File: config.mk
export PLATFORM = sky130hd
export DESIGN_NAME = match_judge
export DESIGN_NICKNAME = d
export VERILOG_FILES = /design/src/rtl/match_judge_pkg.sv /design/src/rtl/match_judge_hold_timer.sv /design/src/rtl/match_judge.sv
export SDC_FILE = /design/constraint.sdc
export NUM_CORES = 1
export LEC_CHECK = 0
export ABC_AREA = 1
export ABC_CLOCK_PERIOD_IN_PS = 4500
export BUFFER_PORTS_ARGS = -buffer_cell sky130_fd_sc_hd__buf_2
export CORE_MARGIN = 4
export CORE_UTILIZATION = 29
export DETAILED_ROUTE_END_ITERATION = 7
export GPL_TIMING_DRIVEN = 0
export PLACE_DENSITY = 0.56
export REMOVE_ABC_BUFFERS = 1
export SLEW_MARGIN = 0
export SYNTH_ARGS = -nofsm -noshare
export SYNTH_HDL_FRONTEND = slang
export SYNTH_SLANG_ARGS = --single-unit
File: constraint.sdc
create_clock -name clk_i -period 4.5 [get_ports clk_i]
set_input_delay 1.125 -clock clk_i [delete_from_list [all_inputs] [get_ports clk_i]]
set_output_delay 1.125 -clock clk_i [all_outputs]
set_load 0.005 [all_outputs]
File: src/rtl/match_judge_pkg.sv
// Shared types for the match judge: FSM states, card position and symbol width.
package match_judge_pkg;

  localparam int unsigned SymW   = 3;
  localparam int unsigned CoordW = 2;

  typedef enum logic [2:0] {
    StIdle,
    StFirst,
    StCompare,
    StShow,
    StHide,
    StOver
  } judge_state_e;

  typedef struct packed {
    logic [CoordW-1:0] x;
    logic [CoordW-1:0] y;
  } card_pos_t;

endpackage

File: src/rtl/match_judge_hold_timer.sv
// Down-counter holding mismatched cards face-up; done_o is high while the count is zero.
module match_judge_hold_timer #(
  parameter int unsigned HoldCycles = 50_000_000
) (
  input  logic clk_i,
  input  logic rst_ni,
  input  logic load_i,
  input  logic en_i,
  output logic done_o
);

  // At least one bit so that HoldCycles == 1 still builds.
  localparam int unsigned CntW = (HoldCycles > 1) ? $clog2(HoldCycles) : 1;
  localparam logic [CntW-1:0] LoadVal = CntW'(HoldCycles - 1);

  logic [CntW-1:0] cnt_d, cnt_q;

  always_comb begin
    cnt_d = cnt_q;
    if (load_i) begin
      cnt_d = LoadVal;
    end else if (en_i && (cnt_q != '0)) begin
      cnt_d = cnt_q - CntW'(1);
    end
  end

  always_ff @(posedge clk_i) begin
    if (!rst_ni) begin
      cnt_q <= '0;
    end else begin
      cnt_q <= cnt_d;
    end
  end

  assign done_o = (cnt_q == '0);

endmodule

File: src/rtl/match_judge.sv
// Pairs consecutive card reveals, credits matches and schedules hiding of mismatches.
module match_judge
  import match_judge_pkg::*;
#(
  parameter int unsigned HoldCycles = 50_000_000,
  parameter int unsigned NumPairs   = 8,
  parameter int unsigned ScoreW     = 4
) (
  input  logic              clk_i,
  input  logic              rst_ni,
  input  logic              selection_i,
  input  logic [3:0]        card_val_i,
  input  logic [1:0]        card_x_i,
  input  logic [1:0]        card_y_i,
  output logic              busy_o,
  output logic              hide_req_o,
  output logic [1:0]        hide_x1_o,
  output logic [1:0]        hide_y1_o,
  output logic [1:0]        hide_x2_o,
  output logic [1:0]        hide_y2_o,
  output logic              match_o,
  output logic              player_o,
  output logic [ScoreW-1:0] score0_o,
  output logic [ScoreW-1:0] score1_o,
  output logic              game_over_o
);

  localparam int unsigned PairsW = $clog2(NumPairs + 1);

  judge_state_e    state_d, state_q;
  card_pos_t       first_d, first_q, second_d, second_q;
  card_pos_t       hide1_d, hide1_q, hide2_d, hide2_q;
  logic [SymW-1:0] sym1_d, sym1_q, sym2_d, sym2_q;
  logic            match_d, match_q;
  logic            player_d, player_q;
  logic [ScoreW-1:0] score_d [2];
  logic [ScoreW-1:0] score_q [2];
  logic [PairsW-1:0] pairs_d, pairs_q;
  logic            timer_load, timer_done;

  // The face-up flag is informational only; matching uses the symbol bits.
  logic unused_face_up;
  assign unused_face_up = card_val_i[3];

  match_judge_hold_timer #(
    .HoldCycles(HoldCycles)
  ) u_hold_timer (
    .clk_i (clk_i),
    .rst_ni(rst_ni),
    .load_i(timer_load),
    .en_i  (state_q == StShow),
    .done_o(timer_done)
  );

  always_comb begin
    state_d    = state_q;
    first_d    = first_q;
    second_d   = second_q;
    hide1_d    = hide1_q;
    hide2_d    = hide2_q;
    sym1_d     = sym1_q;
    sym2_d     = sym2_q;
    match_d    = 1'b0;
    player_d   = player_q;
    score_d    = score_q;
    pairs_d    = pairs_q;
    timer_load = 1'b0;
    unique case (state_q)
      StIdle: begin
        if (selection_i) begin
          first_d.x = card_x_i;
          first_d.y = card_y_i;
          sym1_d    = card_val_i[SymW-1:0];
          state_d   = StFirst;
        end
      end
      StFirst: begin
        if (selection_i && ((card_x_i != first_q.x) || (card_y_i != first_q.y))) begin
          second_d.x = card_x_i;
          second_d.y = card_y_i;
          sym2_d     = card_val_i[SymW-1:0];
          state_d    = StCompare;
        end
      end
      StCompare: begin
        if (sym1_q == sym2_q) begin
          match_d = 1'b1;
          if (score_q[player_q] != '1) begin
            score_d[player_q] = score_q[player_q] + ScoreW'(1);
          end
          pairs_d = pairs_q + PairsW'(1);
          state_d = (pairs_d == PairsW'(NumPairs)) ? StOver : StIdle;
        end else begin
          timer_load = 1'b1;
          hide1_d    = first_q;
          hide2_d    = second_q;
          state_d    = StShow;
        end
      end
      StShow: begin
        if (timer_done) begin
          state_d = StHide;
        end
      end
      StHide: begin
        player_d = ~player_q;
        state_d  = StIdle;
      end
      StOver: begin
        state_d = StOver;
      end
      default: begin
        state_d = StIdle;
      end
    endcase
  end

  always_ff @(posedge clk_i) begin
    if (!rst_ni) begin
      state_q  <= StIdle;
      first_q  <= '0;
      second_q <= '0;
      hide1_q  <= '0;
      hide2_q  <= '0;
      sym1_q   <= '0;
      sym2_q   <= '0;
      match_q  <= 1'b0;
      player_q <= 1'b0;
      score_q  <= '{default: '0};
      pairs_q  <= '0;
    end else begin
      state_q  <= state_d;
      first_q  <= first_d;
      second_q <= second_d;
      hide1_q  <= hide1_d;
      hide2_q  <= hide2_d;
      sym1_q   <= sym1_d;
      sym2_q   <= sym2_d;
      match_q  <= match_d;
      player_q <= player_d;
      score_q  <= score_d;
      pairs_q  <= pairs_d;
    end
  end

  assign busy_o      = (state_q == StCompare) || (state_q == StShow) ||
                       (state_q == StHide) || (state_q == StOver);
  assign hide_req_o  = (state_q == StHide);
  assign game_over_o = (state_q == StOver);
  assign hide_x1_o   = hide1_q.x;
  assign hide_y1_o   = hide1_q.y;
  assign hide_x2_o   = hide2_q.x;
  assign hide_y2_o   = hide2_q.y;
  assign match_o     = match_q;
  assign player_o    = player_q;
  assign score0_o    = score_q[0];
  assign score1_o    = score_q[1];

endmodule
Word-level counts from Yosys, hierarchy flattened
Cells that the tools add are included.
W data, S select, Z words.
- logic and storage cells: 76
- bits in registers: 65
- reduce and logical (&&, ||, !) cells: 19
- magnitude comparators: 2
- $add $sub $neg: 3
- multiplexer cells: 17
- bitwise operators: 4
- equal/unequal tests: 13
- operators with widths (operator ; count):
    $mux W26 ; 2
    $logic_not A26 Y1 ; 1
    $reduce_bool A26 Y1 ; 1
    $sub A26 B1 Y26 const B ; 1
    $mux W4 ; 4
    $mux W3 ; 5
    $pmux W3 S5 ; 1
    $reduce_and A2 Y1 ; 5
    $add A4 B1 Y4 const B ; 2
    $bwmux W8 ; 1
    $eq A3 B2 Y1 const B ; 2
    $eq A3 B3 Y1 const B ; 2
    $ne A2 B2 Y1 const B ; 3
    $reduce_and A3 Y1 ; 2
    $demux W4 S1 ; 1
    $eq A4 B4 Y1 const B ; 1
    $logic_or A1 B1 Y1 ; 4
    $ne A2 B2 Y1 ; 2
    $ne A4 B4 Y1 const B ; 1
    $eq A3 B1 Y1 const B ; 1
    $eq A3 B3 Y1 ; 1
    $logic_and A1 B1 Y1 ; 3
    $logic_not A3 Y1 ; 1
    $mux W1 ; 3
    6 further kinds ; 8

Depth between registers and ports, before layout
- depth in word-level cells: 6
- mapped depth: 13

Modules after synthesis
From an unflattened synthesis, not the netlist that was laid out.
- cells, all modules: 549
- area, all modules: 3656.0 sq um
- by module, submodules not included (module ; area an instance (sq um) ; times used ; seq. area each (sq um) ; cells an instance):
    match_judge ; 1875.5 ; 1 ; 780.7 ; 261
    match_judge_hold_timer ; 1780.5 ; 1 ; 520.5 ; 288

Least setup slack after synthesis
Ideal clock, no wire load.
- kind: flip-flop to output port
- start: register state_q[0]
- end: output port busy_o
- path slack: 2.533 ns
- required time: 3.375 ns
- path buffers: 0
- stages on the path, launching flop included: 7
- arrival time: 0.842 ns
- cell sequence: dfxtp_1 -> inv_1 -> nor2_1 -> inv_1 -> nor2_1 -> inv_1 -> nand4_1
- elaborated cells between the ends (all ways): 7
- those cells by class: eq/ne (4); reduce/logical (3)
- RTL lines (what ; RTL line ; source):
    start: declaration ; match_judge.sv:30 ; judge_state_e state_d, state_q;
    start signal: assignment ; match_judge.sv:120 ; state_q <= StIdle;
    start signal: assignment ; match_judge.sv:132 ; state_q <= state_d;
    $eq A3 B3 Y1 ; - ;
    named net game_over_o ; match_judge.sv:25 ; output logic game_over_o
    $logic_or A1 B1 Y1 ; match_judge.sv:147 ; (state_q == StHide) || (state_q == StOver);
    end: declaration ; match_judge.sv:15 ; output logic busy_o,
The timed path passes the listed nets, and every way through them passes these cells.

Worst setup path after layout
- start: register state_q[0]
- end: output port busy_o
- word-level cells in the longest chain between the ends: 4
- elaborated cells between the ends (all ways): 7
- those cells by class: eq/ne (4); reduce/logical (3)
- ends and longest elaborated chain (what ; RTL line ; source):
    $eq A3 B2 Y1 ; match_judge.sv:146 ; assign busy_o = (state_q == StCompare) || (state_q == StShow) ||
    $logic_or A1 B1 Y1 (2 in series) ; match_judge.sv:146 ;
    $logic_or A1 B1 Y1 (*) ; match_judge.sv:147 ;
Mark *: on every way between the ends. The rest lies on a longest branch, timed or not.

==> impl_results.md <==
- Status: finished clean
- Area grow syn2layout: 14.4%
- Post-synth top cells: nand2_1, dfxtp_1, inv_1
- Number of synthesized flops with an enable pin: 0
- Placed Instances: 706
- Ys async rst share: 0%
- Tot GR Track Use: 12.0%
- H-tree depth: 3
- Final core occ: 34.1%
- CTS Buffer Depth: 2
- P_leak: 1.93 nW
- Die area: 0.0143 mm2
- Hold WC Path Type: flip-flop to flip-flop
- Antenna violations before repair: 0
- Placed Area: 0.00386 mm2
- Critical path, cell by cell: inv_1, nor2_1, inv_1, nor2_1, inv_1, nand4_1, buf_2
- Pre-antenna DRT Iters: 5
- Post-route antenna net violation count: 0
- Most common cell in the netlist: nand2_1
- Final instance area: 0.00413 mm2
- Antenna Cells: 0
- Site Rows: 40
- Register area share after synthesis: 36.1%
- Pwr Total: 2.53 mW
- Initial DRC count: 168
- Crit-path max FO: 3
- Share of layout cells above drive strength 1: 15.0%
- Period Utilization, post-route: 56.9%
- Pint: 1.45 mW
- Sw power: 1.07 mW
- Largest net degree at the start of global routing: 39
- Yosys cell types: 32
- RSZ-0062 raised after global routing: false
- Final Non-Filler Cells: 721
- WL/cell: 11.2 um
- Final WS setup: 1.94 ns
- Initial Utilization: 29.8%
- Critical R2R Launch: sym2_q[0]$_SDFFE_PN0P_
- Root buf cell: clkbuf_16
- Most common flop cell mapped by yosys: dfxtp_1
- Total number of yosys warnings: 0
- First-pass GRT wire length: 14.1 mm
- Post-synthesis register bit count: 65
- Reg clk slew, reported paths: 0.05 ns
- I/O pin total: 32
- Setup TNS: 0 ns
- Fillers: 1374
- Crit. End Element: primary output
- Sequential power share: 28.9%
- Switch share: 42.4%
- Final Max Tran Viols: 0
- Setup violations, final: 0
- Crit path launch: state_q[0]$_SDFFE_PN0P_
- CTS resizes: 0
- WS Path Type: flip-flop to primary output
- Sequential cell area: 0.00130 mm2
- Drc violations: 0
- Chip Height: 120 um
- Hold_ws: 0.458 ns
- Vias in the first global route: 3054
- Post-synthesis cell count: 524
- Vias per cell: 4.53
- Core area: 0.0121 mm2
- Avg Cell Area, Syn: 6.89 um2
- Share of the synthesized area in the top cell type: 36.1%
- Pwr/cell area: 612 mW/mm2
- Routability Congestion: 0.845
- Area contributors post-synth: dfxtp_1, nand2_1, inv_1
- HP Start: sym1_q[1]$_SDFFE_PN0P_
- Slowest stage cell, crit path: dfxtp_1
- Cell Area, Synth: 0.00361 mm2
- Worst relative slew slack: 30.2%
- Skew-Pair Late Insertion Delay: 0.33 ns
- Setup crit start kind: flip-flop
- Cts hold-fix bufs: 0
- Crit path DAT: 1.44 ns
- Cell repeated most along the worst path: inv_1
- Final wirelength: 8.07 mm
- CTS tree: done
- Post-CTS Setup Inserts: 0
- CTS Buf Count: 9
- Multi-input logic area: 0.00194 mm2
- Clock network power share: 24.7%
- Vias: 3266
- Synth area leader: dfxtp_1
- Combinational power share: 46.3%
- Tmin final: 2.56 ns
- Largest stage delay on the critical path: 0.37 ns
- Number of buffers added on ports: 30
- CTS sink count: 65
- DP Wirelength: 5.80 mm
- Final Hold Fails: 0
- Clock Skew: 0.00635 ns
- Post-Place Setup Slack: 1.60 ns
- FMAX: 0.390 GHz
- Die X: 120 um
- Slew @ Worst Pin: 1.04 ns
- Worst VDD drop: 0.229 mV
- CP required: 3.38 ns
- Nets: 564
- GRT Residual Overflow: 0
- Max Cap Viol: 0
## worst paths after layout
path                                         end  slack, ns  cells past startpoint
max                                       busy_o       1.94                      7
min                       sym1_q[1]$_SDFFE_PN0P_       0.46                      2
max reg2reg  u_hold_timer.cnt_q[24]$_SDFFE_PP0P_       2.00                      7
min reg2reg               sym1_q[1]$_SDFFE_PN0P_       0.46                      2
## worst max-delay path, delay by kind of cell (launching register included)
kind          cells  cell delay [ns]
buf+inv           4             0.38
simple gates      3             0.36
flops             1             0.37
## cells in the final DEF, fill, tap and decap left out, types with 6 or more instances in the layout
| cell type | count |
|---|---|
| clkbuf_16 | 9 |
| inv_2 | 6 |
| dfxtp_1 | 65 |
| xor2_1 | 14 |
| buf_2 | 30 |
| nor2_1 | 63 |
| a21oi_1 | 40 |
| xnor2_1 | 12 |
| nand3_2 | 11 |
| nand3_1 | 32 |
| inv_1 | 64 |
| nor2_2 | 7 |
| nand4_1 | 9 |
| o21ai_1 | 6 |
| nand2_1 | 123 |
| o21ai_0 | 30 |
## routing by layer
metal	wire length, um	track usage, %	vias up
li1	-	-	1711
met4	116	4.37	0
met1	3840	14.7	1498
met3	278	2.97	12
met2	3840	20.4	45
met5	0	0	-
## kinds of logic (layout without fill, tap and decap cells)
family                     after synthesis  count (layout)  share of synthesized area [%]
AOI/OAI and AO/OA                       83              83                           12.2
xor gates and xnor gates                26              26                           6.31
adders and majority gates                4               4                           1.39
buffers and inverters                   87             116                           10.3
DFF                                     65              65                           36.1
and+or+nand+nor                        259             259                           33.8
## cell type report
class | count | share of cell area [%]
clock buffer | 12 | 5.97
clock inverter | 3 | 0.424
inverter | 71 | 6.46
multi-input combinational | 372 | 46.9
sequential | 65 | 31.5
tap | 168 | 5.09
timing repair buffer | 30 | 3.64
## power groups by stage
stage	registers, mW	clock network (mW)	logic (mW)
finish	0.731	0.625	1.17
global route	0.743	0.669	1.34
CTS	0.730	0.639	1.18
detailed placement	0.742	0	1.17
global placement	0.739	0	1.16
floorplan	0.728	0	0.951
## registers in the layout, summed over array words and instances (netlist names), 4 cells and up
signal	flops
second_q	4
score1_o	4
first_q	4
score0_o	4
pairs_q	4
u_hold_timer.cnt_q	26
Note: power is estimated with default switching activity, not from simulation.
